<file path="src/rtl/jtag_tdr_if.sv">
// Signal bundle between the TAP controller / TDO mux side and a test data register.
interface jtag_tdr_if #(
    parameter int unsigned WIDTH = 8
);
    logic             sel;
    logic             bypass;
    logic             capture_dr;
    logic             shift_dr;
    logic             update_dr;
    logic             tdi;
    logic [WIDTH-1:0] capture_data;
    logic             tdo;
    logic [WIDTH-1:0] update_data;
    logic             update_valid;
    logic             length_err;

    // TAP side: drives state decodes and serial/parallel inputs
    modport master (
        output sel, bypass, capture_dr, shift_dr, update_dr, tdi, capture_data,
        input  tdo, update_data, update_valid, length_err
    );

    // Register side
    modport slave (
        input  sel, bypass, capture_dr, shift_dr, update_dr, tdi, capture_data,
        output tdo, update_data, update_valid, length_err
    );
endinterface

</file>
<file path="src/rtl/jtag_tdr.sv">
// Parametrised JTAG test data register: parallel capture, LSB-first serial shift,
// update latch with optional exact-length check, and a runtime single-bit bypass mode.
module jtag_tdr #(
    parameter int unsigned      WIDTH      = 8,
    parameter logic [WIDTH-1:0] RESET_VAL  = '0,
    parameter bit               STRICT_LEN = 1'b1
) (
    input  logic        i_tck,
    input  logic        i_trst_n,
    jtag_tdr_if.slave   bus
);
    // Counter saturates at WIDTH+1 so any over-length shift stays distinguishable.
    localparam int unsigned    CntW   = $clog2(WIDTH + 2);
    localparam logic [CntW-1:0] CntFull = CntW'(WIDTH);
    localparam logic [CntW-1:0] CntMax  = CntW'(WIDTH + 1);

    logic [WIDTH-1:0] r_sr;
    logic [WIDTH-1:0] r_upd;
    logic [CntW-1:0]  r_cnt;
    logic             r_valid;
    logic             r_err;
    logic             r_tdo;

    logic [WIDTH-1:0] w_sr_nxt;
    logic [WIDTH-1:0] w_upd_nxt;
    logic [CntW-1:0]  w_cnt_nxt;
    logic [CntW-1:0]  w_cnt_inc;
    logic             w_valid_nxt;
    logic             w_err_nxt;
    logic             w_len_ok;

    assign w_cnt_inc = (r_cnt == CntMax) ? CntMax : r_cnt + 1'b1;
    assign w_len_ok  = !STRICT_LEN || (r_cnt == CntFull);

    // Next-state: capture beats shift beats update; nothing acts while deselected
    always_comb begin
        w_sr_nxt    = r_sr;
        w_upd_nxt   = r_upd;
        w_cnt_nxt   = r_cnt;
        w_valid_nxt = 1'b0;
        w_err_nxt   = r_err;
        if (bus.sel) begin
            if (bus.capture_dr) begin
                if (bus.bypass) begin
                    w_sr_nxt[0] = 1'b0;
                end else begin
                    w_sr_nxt = bus.capture_data;
                end
                w_cnt_nxt = '0;
                w_err_nxt = 1'b0;
            end else if (bus.shift_dr) begin
                if (bus.bypass) begin
                    w_sr_nxt[0] = bus.tdi;
                end else begin
                    w_sr_nxt           = r_sr >> 1;
                    w_sr_nxt[WIDTH-1]  = bus.tdi;
                end
                w_cnt_nxt = w_cnt_inc;
            end else if (bus.update_dr && !bus.bypass) begin
                if (w_len_ok) begin
                    w_upd_nxt   = r_sr;
                    w_valid_nxt = 1'b1;
                    w_err_nxt   = 1'b0;
                end else begin
                    w_err_nxt   = 1'b1;
                end
            end
        end
    end

    // Rising-edge state: shift stage, counter, update latch and flags
    always_ff @(posedge i_tck or negedge i_trst_n) begin
        if (!i_trst_n) begin
            r_sr    <= RESET_VAL;
            r_upd   <= RESET_VAL;
            r_cnt   <= '0;
            r_valid <= 1'b0;
            r_err   <= 1'b0;
        end else begin
            r_sr    <= w_sr_nxt;
            r_upd   <= w_upd_nxt;
            r_cnt   <= w_cnt_nxt;
            r_valid <= w_valid_nxt;
            r_err   <= w_err_nxt;
        end
    end

    // TDO retimed on the falling edge so it is stable around the next rising edge
    always_ff @(negedge i_tck or negedge i_trst_n) begin
        if (!i_trst_n) begin
            r_tdo <= 1'b0;
        end else begin
            r_tdo <= r_sr[0];
        end
    end

    assign bus.tdo          = r_tdo;
    assign bus.update_data  = r_upd;
    assign bus.update_valid = r_valid;
    assign bus.length_err   = r_err;

endmodule

</file>
<file path="src/flat_wrapper.sv">
// flat-port wrapper written by rule: the top's interface ports become plain ports
module jtag_tdr_flat 
#(
    parameter int unsigned      WIDTH      = 8,
    parameter logic [WIDTH-1:0] RESET_VAL  = '0,
    parameter bit               STRICT_LEN = 1'b1
)
  (i_tck, i_trst_n, bus_sel, bus_bypass, bus_capture_dr, bus_shift_dr, bus_update_dr, bus_tdi, bus_capture_data, bus_tdo, bus_update_data, bus_update_valid, bus_length_err);
  jtag_tdr_if #(.WIDTH(WIDTH)) bus_i ();
  input  logic i_tck;
  input  logic i_trst_n;
  input wire logic [$bits(bus_i.sel)-1:0] bus_sel;
  input wire logic [$bits(bus_i.bypass)-1:0] bus_bypass;
  input wire logic [$bits(bus_i.capture_dr)-1:0] bus_capture_dr;
  input wire logic [$bits(bus_i.shift_dr)-1:0] bus_shift_dr;
  input wire logic [$bits(bus_i.update_dr)-1:0] bus_update_dr;
  input wire logic [$bits(bus_i.tdi)-1:0] bus_tdi;
  input wire logic [$bits(bus_i.capture_data)-1:0] bus_capture_data;
  output wire logic [$bits(bus_i.tdo)-1:0] bus_tdo;
  output wire logic [$bits(bus_i.update_data)-1:0] bus_update_data;
  output wire logic [$bits(bus_i.update_valid)-1:0] bus_update_valid;
  output wire logic [$bits(bus_i.length_err)-1:0] bus_length_err;
  assign bus_i.sel = bus_sel;
  assign bus_i.bypass = bus_bypass;
  assign bus_i.capture_dr = bus_capture_dr;
  assign bus_i.shift_dr = bus_shift_dr;
  assign bus_i.update_dr = bus_update_dr;
  assign bus_i.tdi = bus_tdi;
  assign bus_i.capture_data = bus_capture_data;
  assign bus_tdo = bus_i.tdo;
  assign bus_update_data = bus_i.update_data;
  assign bus_update_valid = bus_i.update_valid;
  assign bus_length_err = bus_i.length_err;
  jtag_tdr #(.WIDTH(WIDTH), .RESET_VAL(RESET_VAL), .STRICT_LEN(STRICT_LEN)) u_core (.i_tck(i_tck), .i_trst_n(i_trst_n), .bus(bus_i));
endmodule
</file>
<file path="config.mk">
export PLATFORM = sky130hd
export DESIGN_NAME = jtag_tdr_flat
export DESIGN_NICKNAME = d
export VERILOG_FILES = /design/src/rtl/jtag_tdr_if.sv /design/src/rtl/jtag_tdr.sv /design/src/flat_wrapper.sv
export SDC_FILE = /design/constraint.sdc
export NUM_CORES = 1
export LEC_CHECK = 0
export ABC_AREA = 1
export CORE_ASPECT_RATIO = 1.2
export CORE_UTILIZATION = 40
export DETAILED_ROUTE_END_ITERATION = 12
export PLACE_DENSITY = 0.76
export SYNTH_ARGS = -nofsm -noshare
export SYNTH_HDL_FRONTEND = slang
export SYNTH_SLANG_ARGS = --single-unit
</file>
<file path="constraint.sdc">
create_clock -name i_tck -period 1 [get_ports i_tck]
set_input_delay 0.15 -clock i_tck [delete_from_list [all_inputs] [get_ports i_tck]]
set_output_delay 0.15 -clock i_tck [all_outputs]
set_load 0.02 [all_outputs]
</file>
# Yosys cells after proc, flatten, opt, wreduce, memory -nomap -nowiden
# Index checks and enable logic that the tools add are counted.
totals:
  mem_bits_rw: 0
  memories: 0
  romBits: 0
  input_bits: 16
  latchBits: 0
  out_inout_bits: 11
  elab_cells: 41
  regBits: 23
classes:
  multipliers: 0
  order_cmp: 0
  n_shift: 0
  div_mod_pow: 0
  eq_ne: 5
  bitwise: 2
  mux: 18
  add_sub_neg: 1
  reduce_logical: 8
op_table:
  columns: ["operator", "count"]
  rows:
  - ["two-way mux 8 bit", 2]
  - ["two-way mux 7 bit", 2]
  - ["two-way mux 4 bit", 3]
  - ["two-way mux 1 bit", 11]
  - ["equality test 4 bit, second input constant", 2]
  - ["inequality test 2 bit, second input constant", 3]
  - ["AND reduction 5 bit", 1]
  - ["adder 4 x 1 -> 4 bit, second input constant", 1]
  - ["AND reduction 4 bit", 1]
  - ["nonzero test 2 bit", 2]
  - ["AND reduction 3 bit", 1]
  - ["inverter 1 bit", 2]
  - ["AND reduction 2 bit", 1]
  - ["logical AND 1 bit", 1]
  - ["zero test 1 bit", 1]

# Depth between registers and ports, before layout
depth:
  depth_word: 6
  depth_mapped: 8
  mapped_depth_nobuf: 7

==> reports/results.ini <==
[worst_setup_path]
cpPeakStageDelay_ps=420
worstPathCellList=buf_6
startpoint_type=flip-flop
arrival_ps=1320
end_kind=primary output
cp_slowest_cell=dfrtn_1
cp_max_fo=1
path_buf_inv=1
critical_path_class=flip-flop to primary output
critPathRequiredTime_ps=850
crit_family=flip-flops

[placed_design]
dpl.hpwl_um=1960
port_buffers=26
placed_cells=207
place_congestion=0.741

[global_routing]
grt_max_degree=23
grt_pass1_wl_um=4530
globalRouteOverflowTotal=0
antenna_found_initial=0
gr-usage-all-layers_pct=20.1
grt_pass1_vias=1060

[clocking]
cts_tree=done
clk_pin_slew_ps=120
numCtsBuffers=3
clk_latency_ps=300
cts_buffer_depth=2
h-tree-depth=1
clock_sinks=23
root_buffer=clkbuf_4
holdBufCountCts=0

[synth]
synth_cells=129
synth-seq-cells=23
ys_warn_count=0
syn_avg_cell_area_um2=8.65
synth_nets=145
synth_cell_type_count=19
synth_area_um2=1120
seq_area_frac_synth_pct=51.6

[floorplan]
placementRows=20
io_pins=27
die-height_um=59.9
die_area_um2=3010
initial_utilization_pct=42.9
die_w_um=50.2
core_area_um2=2600

[flow_run]
cap_violations=0

[power]
p_total_w=0.00208
powerDensity_nw_per_um2=1100
p_leak_nw=0.977
vdd_drop_max_uv=686

[cells_and_area]
instances_no_fill=229
n_fill_cell=209
syn2layout_area_growth_pct=68.9
nets=213
diodes=0
drive_above_1_share_pct=47.4

[status]
failed_checks=negative setup slack
outcome=finished with violations

[timing]
whs_ps=279
finClkSkew_ps=3.56
final_hold_viol_count=0
setup_viol=18
tightest_slew_ps=290
finalMaxSlewViolations=0
rsz0062_at_grt=true
slew_headroom_pct=80.7
setup_slack_ps=-474

[drt]
wirelength_um=2970
vias=1108
dr.pass1.iters=4
first_iter_violations=58
viasPerCell=4.84
drc=0
antenna_left=0
wire_per_inst_um=13.0

[hold_path]
hold_class=input pin to async pin

timing repair:
action / in CTS / in global routing
endpoints found under the setup margin: 31 / 33
pin swaps: 13 / 14
setup buffers: 6 / 12
resized for setup: 79 / 29
area by class of cell:
cell class	count	area (um^2)	area share (%)
Multi-Input combinational cell	94	592	31.4
Inverter	10	42.5	2.26
Sequential cell	23	576	30.5
Tap cell	33	41.3	2.19
Timing Repair Buffer	65	608	32.2
Clock buffer	4	26.3	1.39
routing by layer:
metal / part of all wire, % / vias to the layer above / GRT usage (%)
met5: 0 / - / 0
met4: 1.1 / 0 / 7.76
met3: 2.8 / 4 / 3.05
met2: 55 / 24 / 37.1
met1: 41 / 528 / 23.1
li1: - / 552 / -
flip-flops by register name, summed over array words and instances (netlist names):
register	count
u_core.bus.update_data	8
u_core.r_sr	8
u_core.r_cnt	4
u_core.bus.length_err	1
u_core.bus.tdo	1
u_core.bus.update_valid	1
cell usage in the layout, fill, tap and decap left out, types with 2 or more instances in the layout:
master,n
nand2_4,5
nor2_1,3
o21ai_1,6
nand2_1,37
buf_4,32
dlygate4sd2_1,2
buf_12,2
clkdlybuf4s50_1,13
inv_1,4
clkbuf_4,3
nand3_1,4
or2_2,5
buf_6,16
o21ai_2,4
o21ai_0,7
dfrtp_1,22
nand4_1,2
nand3_4,2
inv_2,5
nand3_2,8
nand2_2,4
synthesized netlist by cell type, drive strengths merged:
| master | instances | area, um^2 |
|---|---|---|
| a21oi | 1 | 5.00 |
| nand4 | 2 | 12.5 |
| o21ai | 17 | 96.4 |
| or2 | 6 | 37.5 |
| and2 | 1 | 6.26 |
| dfrtn | 1 | 25.0 |
| dfrtp | 22 | 551 |
| inv | 10 | 42.5 |
| nand2 | 47 | 201 |
| nor2 | 6 | 46.3 |
| buf | 2 | 22.5 |
| nand3 | 14 | 70.1 |
where the power goes:
group          switching (W)  internal [W]  total [W]
Sequential         0.0000622       0.00101    0.00107
Combinational       0.000268      0.000312   0.000580
Clock               0.000274      0.000155   0.000429
Total               0.000604       0.00148    0.00208
stage by stage:
step	setup WS, ps	utilization (%)	setup TNS [ps]	area (um^2)
floorplan	-123	-	-509	1120
global placement	-602	60.7	-9010	1580
detailed placement	-608	60.7	-9800	1580
CTS	-477	65.5	-1040	1700
global route	-496	72.5	-2400	1890
finish	-474	72.5	-1340	1890
cells by family (layout without fill, tap and decap cells):
logic type             count (synthesis)  in the layout  synth area share, %
buffers and inverters                 12             79                 5.83
AO/OA/AOI/OAI                         18             18                 9.08
flip-flops                            23             23                 51.6
AND/OR/NAND/NOR                       76             76                 33.5
path summary, 6_finish.rpt:
path	start	cells past startpoint	to	slack, ps
worst min register to register	u_core.r_sr[6]	2	u_core.r_sr[6]	530
worst max register to register	u_core.r_cnt[1]	6	u_core.bus.update_data[4]	-90
worst max-delay path	u_core.bus.tdo	1	bus_tdo	-470
min in group i_tck	bus_sel	4	u_core.bus.length_err	390
worst min-delay path	i_trst_n	2	u_core.bus.length_err	280
max in group asynchronous	i_trst_n	1	u_core.bus.tdo	430
No activity file was read; power rests on OpenSTA's default activity.
